**src/rtl/alu_arb_pkg.sv**
```systemverilog
// Shared types and constants for the ALU share arbiter.
package alu_arb_pkg;

  localparam int unsigned ALU_DW = 32;

  localparam logic [1:0] ALU_ADD = 2'b00;
  localparam logic [1:0] ALU_SUB = 2'b01;

  typedef enum logic [1:0] {
    IDLE = 2'b00,
    EXEC = 2'b01,
    RESP = 2'b10
  } alu_arb_state_e;

endpackage

```
**src/rtl/rr_arbiter.sv**
```systemverilog
// Combinational round-robin arbiter: picks the first set request at or after ptr, wrapping modulo NREQ.
module rr_arbiter #(
  parameter int unsigned NREQ = 3,
  parameter int unsigned IDW  = $clog2(NREQ)
) (
  input  logic [NREQ-1:0] req,
  input  logic [IDW-1:0]  ptr,
  output logic [NREQ-1:0] gnt,
  output logic [IDW-1:0]  gnt_idx
);

  logic [IDW-1:0] idx;
  logic           found;

  always_comb begin
    gnt     = '0;
    gnt_idx = '0;
    found   = 1'b0;
    idx     = '0;
    for (int k = 0; k < int'(NREQ); k++) begin
      idx = IDW'((int'(ptr) + k) % int'(NREQ));
      if (!found && req[idx]) begin
        found    = 1'b1;
        gnt[idx] = 1'b1;
        gnt_idx  = idx;
      end
    end
  end

endmodule

```
**src/rtl/alu_share_arbiter.sv**
```systemverilog
// Shares one combinational ALU between NREQ requesters, one transaction at a time, round-robin.
module alu_share_arbiter
  import alu_arb_pkg::*;
#(
  parameter int unsigned NREQ = 3,
  parameter int unsigned DW   = ALU_DW,
  parameter int unsigned IDW  = $clog2(NREQ)
) (
  input  logic              clk,
  input  logic              rst_n,
  input  logic [NREQ-1:0]   req_valid,
  output logic [NREQ-1:0]   req_ready,
  input  logic [NREQ*DW-1:0] req_operand1,
  input  logic [NREQ*DW-1:0] req_operand2,
  input  logic [NREQ*2-1:0] req_alu_control,
  output logic [NREQ-1:0]   rsp_valid,
  input  logic [NREQ-1:0]   rsp_ready,
  output logic [DW-1:0]     rsp_result,
  output logic [DW-1:0]     alu_operand1,
  output logic [DW-1:0]     alu_operand2,
  output logic [1:0]        alu_control,
  input  logic [DW-1:0]     alu_result,
  output logic              busy
);

  alu_arb_state_e state_q, state_d;
  logic [IDW-1:0] rr_ptr_q, rr_ptr_d;
  logic [IDW-1:0] gnt_id_q, gnt_id_d;
  logic [DW-1:0]  rsp_result_q, rsp_result_d;
  logic [DW-1:0]  op1_q, op1_d;
  logic [DW-1:0]  op2_q, op2_d;
  logic [1:0]     ctrl_q, ctrl_d;

  logic [NREQ-1:0] arb_gnt;
  logic [IDW-1:0]  arb_idx;

  rr_arbiter #(
    .NREQ (NREQ),
    .IDW  (IDW)
  ) u_rr_arbiter (
    .req     (req_valid),
    .ptr     (rr_ptr_q),
    .gnt     (arb_gnt),
    .gnt_idx (arb_idx)
  );

  // Grant in IDLE doubles as the handshake; rst_n gating keeps req_ready low while in reset.
  always_comb begin
    state_d      = state_q;
    rr_ptr_d     = rr_ptr_q;
    gnt_id_d     = gnt_id_q;
    rsp_result_d = rsp_result_q;
    op1_d        = op1_q;
    op2_d        = op2_q;
    ctrl_d       = ctrl_q;
    req_ready    = '0;
    rsp_valid    = '0;
    busy         = (state_q != IDLE);
    unique case (state_q)
      IDLE: begin
        if (rst_n) begin
          req_ready = arb_gnt;
          if (|arb_gnt) begin
            op1_d    = req_operand1[int'(arb_idx)*int'(DW) +: DW];
            op2_d    = req_operand2[int'(arb_idx)*int'(DW) +: DW];
            ctrl_d   = req_alu_control[int'(arb_idx)*2 +: 2];
            gnt_id_d = arb_idx;
            rr_ptr_d = IDW'((int'(arb_idx) + 1) % int'(NREQ));
            state_d  = EXEC;
          end
        end
      end
      EXEC: begin
        rsp_result_d = alu_result;
        state_d      = RESP;
      end
      RESP: begin
        rsp_valid[gnt_id_q] = 1'b1;
        if (rsp_ready[gnt_id_q]) begin
          state_d = IDLE;
        end
      end
      default: state_d = IDLE;
    endcase
  end

  always_ff @(posedge clk or negedge rst_n) begin
    if (!rst_n) begin
      state_q      <= IDLE;
      rr_ptr_q     <= '0;
      gnt_id_q     <= '0;
      rsp_result_q <= '0;
      op1_q        <= '0;
      op2_q        <= '0;
      ctrl_q       <= ALU_ADD;
    end else begin
      state_q      <= state_d;
      rr_ptr_q     <= rr_ptr_d;
      gnt_id_q     <= gnt_id_d;
      rsp_result_q <= rsp_result_d;
      op1_q        <= op1_d;
      op2_q        <= op2_d;
      ctrl_q       <= ctrl_d;
    end
  end

  assign rsp_result   = rsp_result_q;
  assign alu_operand1 = op1_q;
  assign alu_operand2 = op2_q;
  assign alu_control  = ctrl_q;

endmodule

```
**config.mk**
```make
export PLATFORM = sky130hd
export DESIGN_NAME = alu_share_arbiter
export DESIGN_NICKNAME = d
export VERILOG_FILES = /design/src/rtl/alu_arb_pkg.sv /design/src/rtl/rr_arbiter.sv /design/src/rtl/alu_share_arbiter.sv
export SDC_FILE = /design/constraint.sdc
export NUM_CORES = 1
export LEC_CHECK = 0
export BUFFER_PORTS_ARGS = -buffer_cell sky130_fd_sc_hd__buf_4
export CAP_MARGIN = 40
export CORE_AREA = 2 2 133 135
export DETAILED_ROUTE_END_ITERATION = 12
export DIE_AREA = 0 0 135 137
export GPL_ROUTABILITY_DRIVEN = 0
export PLACE_DENSITY = 0.77
export SLEW_MARGIN = 20
export SYNTH_ARGS = -nofsm -noshare
export SYNTH_HDL_FRONTEND = slang
export SYNTH_SLANG_ARGS = --single-unit
```
**constraint.sdc**
```tcl
create_clock -name clk -period 4.3 [get_ports clk]
set_clock_uncertainty 0.1 [all_clocks]
set_input_delay 1.29 -clock clk [delete_from_list [all_inputs] [get_ports clk]]
set_output_delay 1.29 -clock clk [all_outputs]
set_load 0.005 [all_outputs]
```
==> impl_metrics.csv, run 1 <==
group,metric,value,unit
floorplan,num_rows,48,
drt,ant_nets,0,
timing,hold_viol,0,
timing,setup_tns,0,ps
pwr,sequentialPowerShare,29.0,%
cells_and_area,antenna_cells,0,
drt,wl_per_cell,16.82,um
timing,fin_crit_sh,90.56,%
worst_setup_path,reg2reg_slack,1040,ps
clock_network,cts_inserted_buffers,9,
cells_and_area,multi_input_area,2940,um2
place,port_buffers,342,
clock_network,clkTransAtPathRegs,80,ps
floorplan,die_area,18500,um2
clock_network,cts_tree,"built",
cells_and_area,nNetsFinal,1082,
place,place_inst,1052,
cells_and_area,area_growth,53.78,%
cells_and_area,final_cells,1069,
floorplan,die_h,137,um
logic_synthesis,synth-seq-area-share,44.98,%
pwr,leakage,4.639,nW
clock_network,ctsResizeCount,0,
worst_setup_path,critical_path.startpoint,"req_valid[1]",
clock_network,clock_path_buffers,2,
worst_setup_path,worstSetupPathType,"primary input to output pin",
logic_synthesis,syn_inst,518,
timing,max_freq,256.8,MHz
cells_and_area,regArea,2603,um2
worst_hold_path,hold_depth,1,
timing,period_minus_slack,3894,ps
worst_setup_path,critPathArrivalTime,2500,ps
logic_synthesis,synth-main-ff-cell,"dfrtp_1",
place,place_area,8553,um2
flow_run,cap_violations,0,
worst_setup_path,startpoint_type,"primary input",
pwr,combPwrFrac,56.9,%
logic_synthesis,synthArstFlopShare,100.0,%
clock_network,cts_root_buf,"clkbuf_16",
timing,slew_headroom,48.10,%
pwr,clkPwrFrac,14.1,%
pwr,power_density,682.5,nW/um2
cells_and_area,fill_cells,1536,
timing,hold_ws,412.8,ps
worst_setup_path,critical_path.endpoint_type,"output pin",
worst_setup_path,cp_max_fo,9,
clock_network,clkLatencyLatePin,340,ps
floorplan,die_x,135,um
timing,slew_violations,0,
worst_setup_path,r2r-end,"alu_operand1[12]",
drt,routed_wl,17.98,mm
floorplan,start_util,33.92,%
drt,dr.pass1.iters,4,
drt,wl_met1,6.829,mm
global_routing,grt_pass1_wl,27.21,mm
clock_network,clock-sinks,104,
drt,wl_met3,1.709,mm
worst_setup_path,critPathCapture,"req_ready[0]",
global_routing,grt-ovfl-total,0,
pwr,p_sw_share,38.08,%
logic_synthesis,syn_nets,761,
worst_hold_path,hold_class,"register to register",
timing,grt_setup_unrepaired,"no",
global_routing,first_global_vias,5385,
logic_synthesis,ys_ff_latch,104,
global_routing,grt_max_degree,68,
place,dp_hpwl,13.44,mm
drt,vias_per_cell,4.953,
worst_setup_path,worstRegToRegCells,9,
timing,setup_viol,0,
logic_synthesis,syn_area,5786,um2
worst_setup_path,required,2910,ps
drt,via_count,5295,
clock_network,htree_levels,3,
floorplan,coreArea,17060,um2
worst_hold_path,hold_start,"rsp_result[25]",
logic_synthesis,synth_edf_count,0,
pwr,p_int,3.760,mW
drt,route.top_layer_used,"met4",
floorplan,pin_count,343,
clock_network,cts_hold_buf,0,
timing,tightest_slew,778.5,ps
logic_synthesis,yosys_warnings,0,
outcome,status,"complete, no violations",
global_routing,track_usage,18.74,%
pwr,peakVddDrop,0.3747,mV
drt,drt_iter0_markers,212,
drt,wl_met2,9.117,mm
worst_setup_path,rr_startpoint,"rr_ptr_q[1]",
global_routing,antenna_found_initial,0,
logic_synthesis,synthDistinctLibCells,39,
cells_and_area,drive_above_1_share,56.75,%
clock_network,cts_setup_buffers,0,
drt,drc,0,
logic_synthesis,syn_area_per_cell,11.17,um2
pwr,p_sw,2.313,mW
cells_and_area,stdcell_area,8897,um2
[state kept, by name, summed over array words and instances (netlist names)]
| name | count |
|---|---|
| alu_control | 2 |
| gnt_id_q | 2 |
| alu_operand2 | 32 |
| alu_operand1 | 32 |
| rr_ptr_q | 2 |
| state_q | 2 |
| rsp_result | 32 |
[cell usage after synthesis, types with 2 or more instances]
| cell | number | area [um2] |
|---|---|---|
| dfrtp_1 | 104 | 2603 |
| mux2_2 | 98 | 1104 |
| mux2i_1 | 71 | 710.7 |
| nand2_1 | 70 | 262.8 |
| o22ai_1 | 67 | 419.2 |
| buf_2 | 23 | 115.1 |
| clkbuf_1 | 14 | 52.55 |
| inv_1 | 9 | 33.78 |
| nor2_1 | 6 | 22.52 |
| o21ai_0 | 6 | 30.03 |
| ha_1 | 5 | 62.56 |
| buf_4 | 4 | 30.03 |
| nand2b_1 | 4 | 25.02 |
| buf_6 | 3 | 33.78 |
| nor3_1 | 3 | 15.01 |
| a211oi_2 | 2 | 25.02 |
| a21oi_1 | 2 | 10.01 |
| and4_1 | 2 | 17.52 |
| mux2_1 | 2 | 22.52 |
| nand3_1 | 2 | 10.01 |
| nor2b_1 | 2 | 12.51 |
| o21a_1 | 2 | 15.01 |
[kinds of logic (layout without fill, tap and decap cells)]
group,after synthesis,in the layout,synth area share (%)
DFF,104,104,44.98
muxes,172,172,32.01
AOI/OAI and AO/OA,87,87,9.818
and+or+nand+nor,96,96,7.439
buffers and inverters,54,380,4.671
adders and majority gates,5,5,1.081
[layout by cell type (no fill, tap or decap), types with 2 or more instances in the layout]
cell type / n
buf_4: 351
dfrtp_1: 104
mux2_2: 98
mux2i_1: 71
nand2_1: 70
o22ai_1: 67
inv_1: 9
clkbuf_16: 9
o21ai_0: 6
nor2_1: 6
ha_1: 5
nand2b_1: 4
nor3_1: 3
inv_8: 3
clkinv_8: 3
buf_12: 3
nand3_1: 2
nor2b_1: 2
o21a_1: 2
and4_1: 2
a211oi_2: 2
mux2_1: 2
[area by class of cell]
cell class | instances | area share, %
clock inverter | 7 | 1.027
sequential | 104 | 29.25
timing repair buffer | 355 | 30.60
inverter | 9 | 0.3797
clock buffer | 9 | 2.531
tap | 225 | 3.164
multi-input combinational | 360 | 33.05
[worst min-delay path by stage]
stage / to / slack, ps
2_1_floorplan: rsp_result[0] / 400
3_3_place_gp: rsp_result[24] / 390
3_5_place_dp: rsp_result[3] / 390
4_1_cts: rsp_result[3] / 410
5_1_grt: rsp_result[7] / 420
6_report: rsp_result[25] / 410
[through the flow]
| step | util [%] | setup slack, ps | power [mW] |
|---|---|---|---|
| after global routing | 52.16 | 278.8 | 6.495 |
| after global placement | 50.15 | 450.9 | 5.190 |
| final | 52.16 | 406.1 | 6.073 |
| after detailed placement | 50.15 | 433.9 | 5.281 |
| after floorplan | - | 300.4 | 3.834 |
| after CTS | 52.00 | 433.6 | 6.149 |
[layer usage]
layer | GRT usage [%] | vias to the layer above
met5 | 0 | -
met4 | 6.076 | 0
met3 | 5.519 | 30
met2 | 34.32 | 249
met1 | 20.85 | 2498
li1 | - | 2518
[power by group through the flow]
stage / logic (mW) / clock network (mW) / registers [mW]
final: 3.46 / 0.854 / 1.76
after global routing: 3.75 / 0.926 / 1.82
after CTS: 3.50 / 0.886 / 1.76
after detailed placement: 3.51 / 0 / 1.77
after global placement: 3.43 / 0 / 1.76
after floorplan: 2.05 / 0 / 1.78
[critical path, stage by stage]
cell and delay [ps]:
buf_4 140, mux2i_1 250, o21a_1 190, a21boi_0 300, a211oi_2 160, buf_4 160
(Power assumes the default switching activity.)
==> run 2, diff against run 1 <==
--- a/config.mk
+++ b/config.mk
@@ -7,11 +7,10 @@
 export LEC_CHECK = 0
 export BUFFER_PORTS_ARGS = -buffer_cell sky130_fd_sc_hd__buf_4
 export CAP_MARGIN = 40
-export CORE_AREA = 2 2 133 135
+export CORE_UTILIZATION = 33
 export DETAILED_ROUTE_END_ITERATION = 12
-export DIE_AREA = 0 0 135 137
 export GPL_ROUTABILITY_DRIVEN = 0
-export PLACE_DENSITY = 0.77
+export PLACE_DENSITY = 0.76
 export SLEW_MARGIN = 20
 export SYNTH_ARGS = -nofsm -noshare
 export SYNTH_HDL_FRONTEND = slang
==> constraint.sdc (replaced) <==
create_clock -name clk -period 3.85 [get_ports clk]
set_clock_uncertainty 0.1 [all_clocks]
set_input_delay 1.155 -clock clk [delete_from_list [all_inputs] [get_ports clk]]
set_output_delay 1.155 -clock clk [all_outputs]
set_load 0.005 [all_outputs]
==> impl_metrics.csv, run 2 (synthesized netlist as in run 1, its figures left out) <==
group,metric,value,unit
pwr,p_int,4.242,mW
outcome,status,"complete, no violations",
worst_setup_path,cp_max_fo,10,
pwr,totalPowerFinal,6.801,mW
clock_network,cts_root_buf,"clkbuf_16",
floorplan,coreArea,17240,um2
cells_and_area,final_common_cell,"buf_4",
drt,routed_wl,17.45,mm
clock_network,cts_hold_buf,0,
global_routing,first_global_vias,5267,
pwr,leakage,4.646,nW
clock_network,ctsResizeCount,0,
floorplan,start_util,33.57,%
timing,max_freq,268.8,MHz
cells_and_area,antenna_cells,0,
global_routing,grt_pass1_wl,26.61,mm
worst_setup_path,critPathArrivalTime,2470,ps
clock_network,cts_inserted_buffers,9,
place,port_buffers,342,
timing,period_minus_slack,3721,ps
timing,grt_setup_unrepaired,"no",
cells_and_area,fill_cells,1558,
clock_network,clock_path_buffers,2,
global_routing,antenna_found_initial,0,
timing,setup_viol,0,
pwr,combPwrFrac,57.6,%
cells_and_area,multi_input_area,2943,um2
clock_network,clock-sinks,104,
drt,drt_iter0_markers,171,
place,dp_hpwl,12.92,mm
timing,hold_viol,0,
clock_network,clkLatencyLatePin,340,ps
drt,dr.pass1.iters,4,
cells_and_area,final_core_util,51.84,%
timing,tightest_slew,741.2,ps
worst_setup_path,worstRegToRegCells,9,
clock_network,cts_setup_buffers,0,
cells_and_area,nNetsFinal,1082,
floorplan,die_area,18070,um2
pwr,power_density,761.1,nW/um2
timing,slew_headroom,50.58,%
floorplan,die_x,134.4,um
worst_setup_path,rr_startpoint,"rr_ptr_q[0]",
worst_hold_path,hold_class,"register to register",
place,place_area,8611,um2
timing,fin_crit_sh,96.64,%
worst_setup_path,critical_path.endpoint_type,"output pin",
clock_network,cts_tree,"built",
worst_setup_path,required,2590,ps
pwr,clkPwrFrac,13.6,%
worst_setup_path,critical_path.startpoint,"rr_ptr_q[0]",
floorplan,num_rows,48,
worst_setup_path,startpoint_type,"register",
drt,wl_per_cell,16.33,um
pwr,sequentialPowerShare,28.8,%
timing,setup_tns,0,ps
cells_and_area,mostFrequentLayoutCells,"buf_4, dfrtp_1, mux2_2",
global_routing,grt_max_degree,68,
pwr,peakVddDrop,0.3751,mV
worst_setup_path,critPathCapture,"req_ready[1]",
global_routing,track_usage,18.80,%
worst_setup_path,worstSetupPathType,"register to output pin",
cells_and_area,drive_above_1_share,56.87,%
place,place_inst,1052,
clock_network,clkTransAtPathRegs,80,ps
clock_network,htree_levels,3,
global_routing,grt-ovfl-total,0,
flow_run,cap_violations,0,
worst_setup_path,reg2reg_slack,860,ps
floorplan,die_h,134.4,um
cells_and_area,area_growth,54.46,%
cells_and_area,stdcell_area,8936,um2
drt,via_count,5340,
drt,vias_per_cell,4.995,
floorplan,pin_count,343,
drt,ant_nets,0,
cells_and_area,final_cells,1069,
pwr,p_sw_share,37.63,%
timing,slew_violations,0,
pwr,p_sw,2.560,mW
drt,drc,0,
cells_and_area,regArea,2603,um2
worst_setup_path,r2r-end,"rr_ptr_q[1]",
## run 2: cell count changes in the layout (fill, tap and decap cells not counted)
cell | previous run | this run
buf_12 | 3 | 7
buf_4 | 351 | 347
inv_8 | 3 | 1
clkinv_4 | 0 | 1
clkinv_8 | 3 | 2
clkinvlp_4 | 0 | 1
ha_1 | 5 | 4
ha_2 | 0 | 1
inv_6 | 1 | 2
## run 2: worst min path at each step
stage / cells past startpoint / start / slack [ps] / to
2_1_floorplan: 1 / rsp_result[0] / 400 / rsp_result[0]
3_3_place_gp: 1 / rsp_result[25] / 390 / rsp_result[25]
3_5_place_dp: 1 / rsp_result[27] / 400 / rsp_result[27]
4_1_cts: 1 / rsp_result[27] / 410 / rsp_result[27]
5_1_grt: 1 / rsp_result[27] / 420 / rsp_result[27]
6_report: 1 / rsp_result[30] / 410 / rsp_result[30]
## run 2: cell type report
type / count / share of cell area, %
well taps: 225 / 3.150
repair buffers: 355 / 31.03
inverters: 9 / 0.3780
clock inverters: 7 / 0.8681
clock buffers: 9 / 2.520
flip-flops and latches: 104 / 29.12
multi-input cells: 360 / 32.93
## run 2: through the flow
stage               hold WS, ps  setup slack (ps)
floorplan                 404.2             120.4
global placement          389.1             255.6
detailed placement        395.0             225.1
CTS                       414.4             158.9
global route              419.0             49.30
finish                    409.8             129.2
## run 2: critical path, stage by stage (launching register included)
cell	delay [ps]
dfrtp_1	410
inv_1	80
ha_1	430
nor2b_1	280
and4_1	250
a211oi_2	50
nor3_1	420
buf_4	200
## run 2: power groups by stage
stage	logic (mW)	clock network (mW)	registers (mW)
5_1_grt	4.24	1.00	2.03
6_report	3.92	0.924	1.96
3_5_place_dp	3.95	0	1.97
4_1_cts	3.95	0.964	1.96
3_3_place_gp	3.86	0	1.95
2_1_floorplan	2.29	0	1.99
## run 2: routing by layer
metal	track usage, %	wire length, um	vias up
met3	4.762	1436	16
met5	0	0	-
li1	-	-	2521
met4	5.493	192	0
met1	22.39	7064	2554
met2	33.25	8759	249
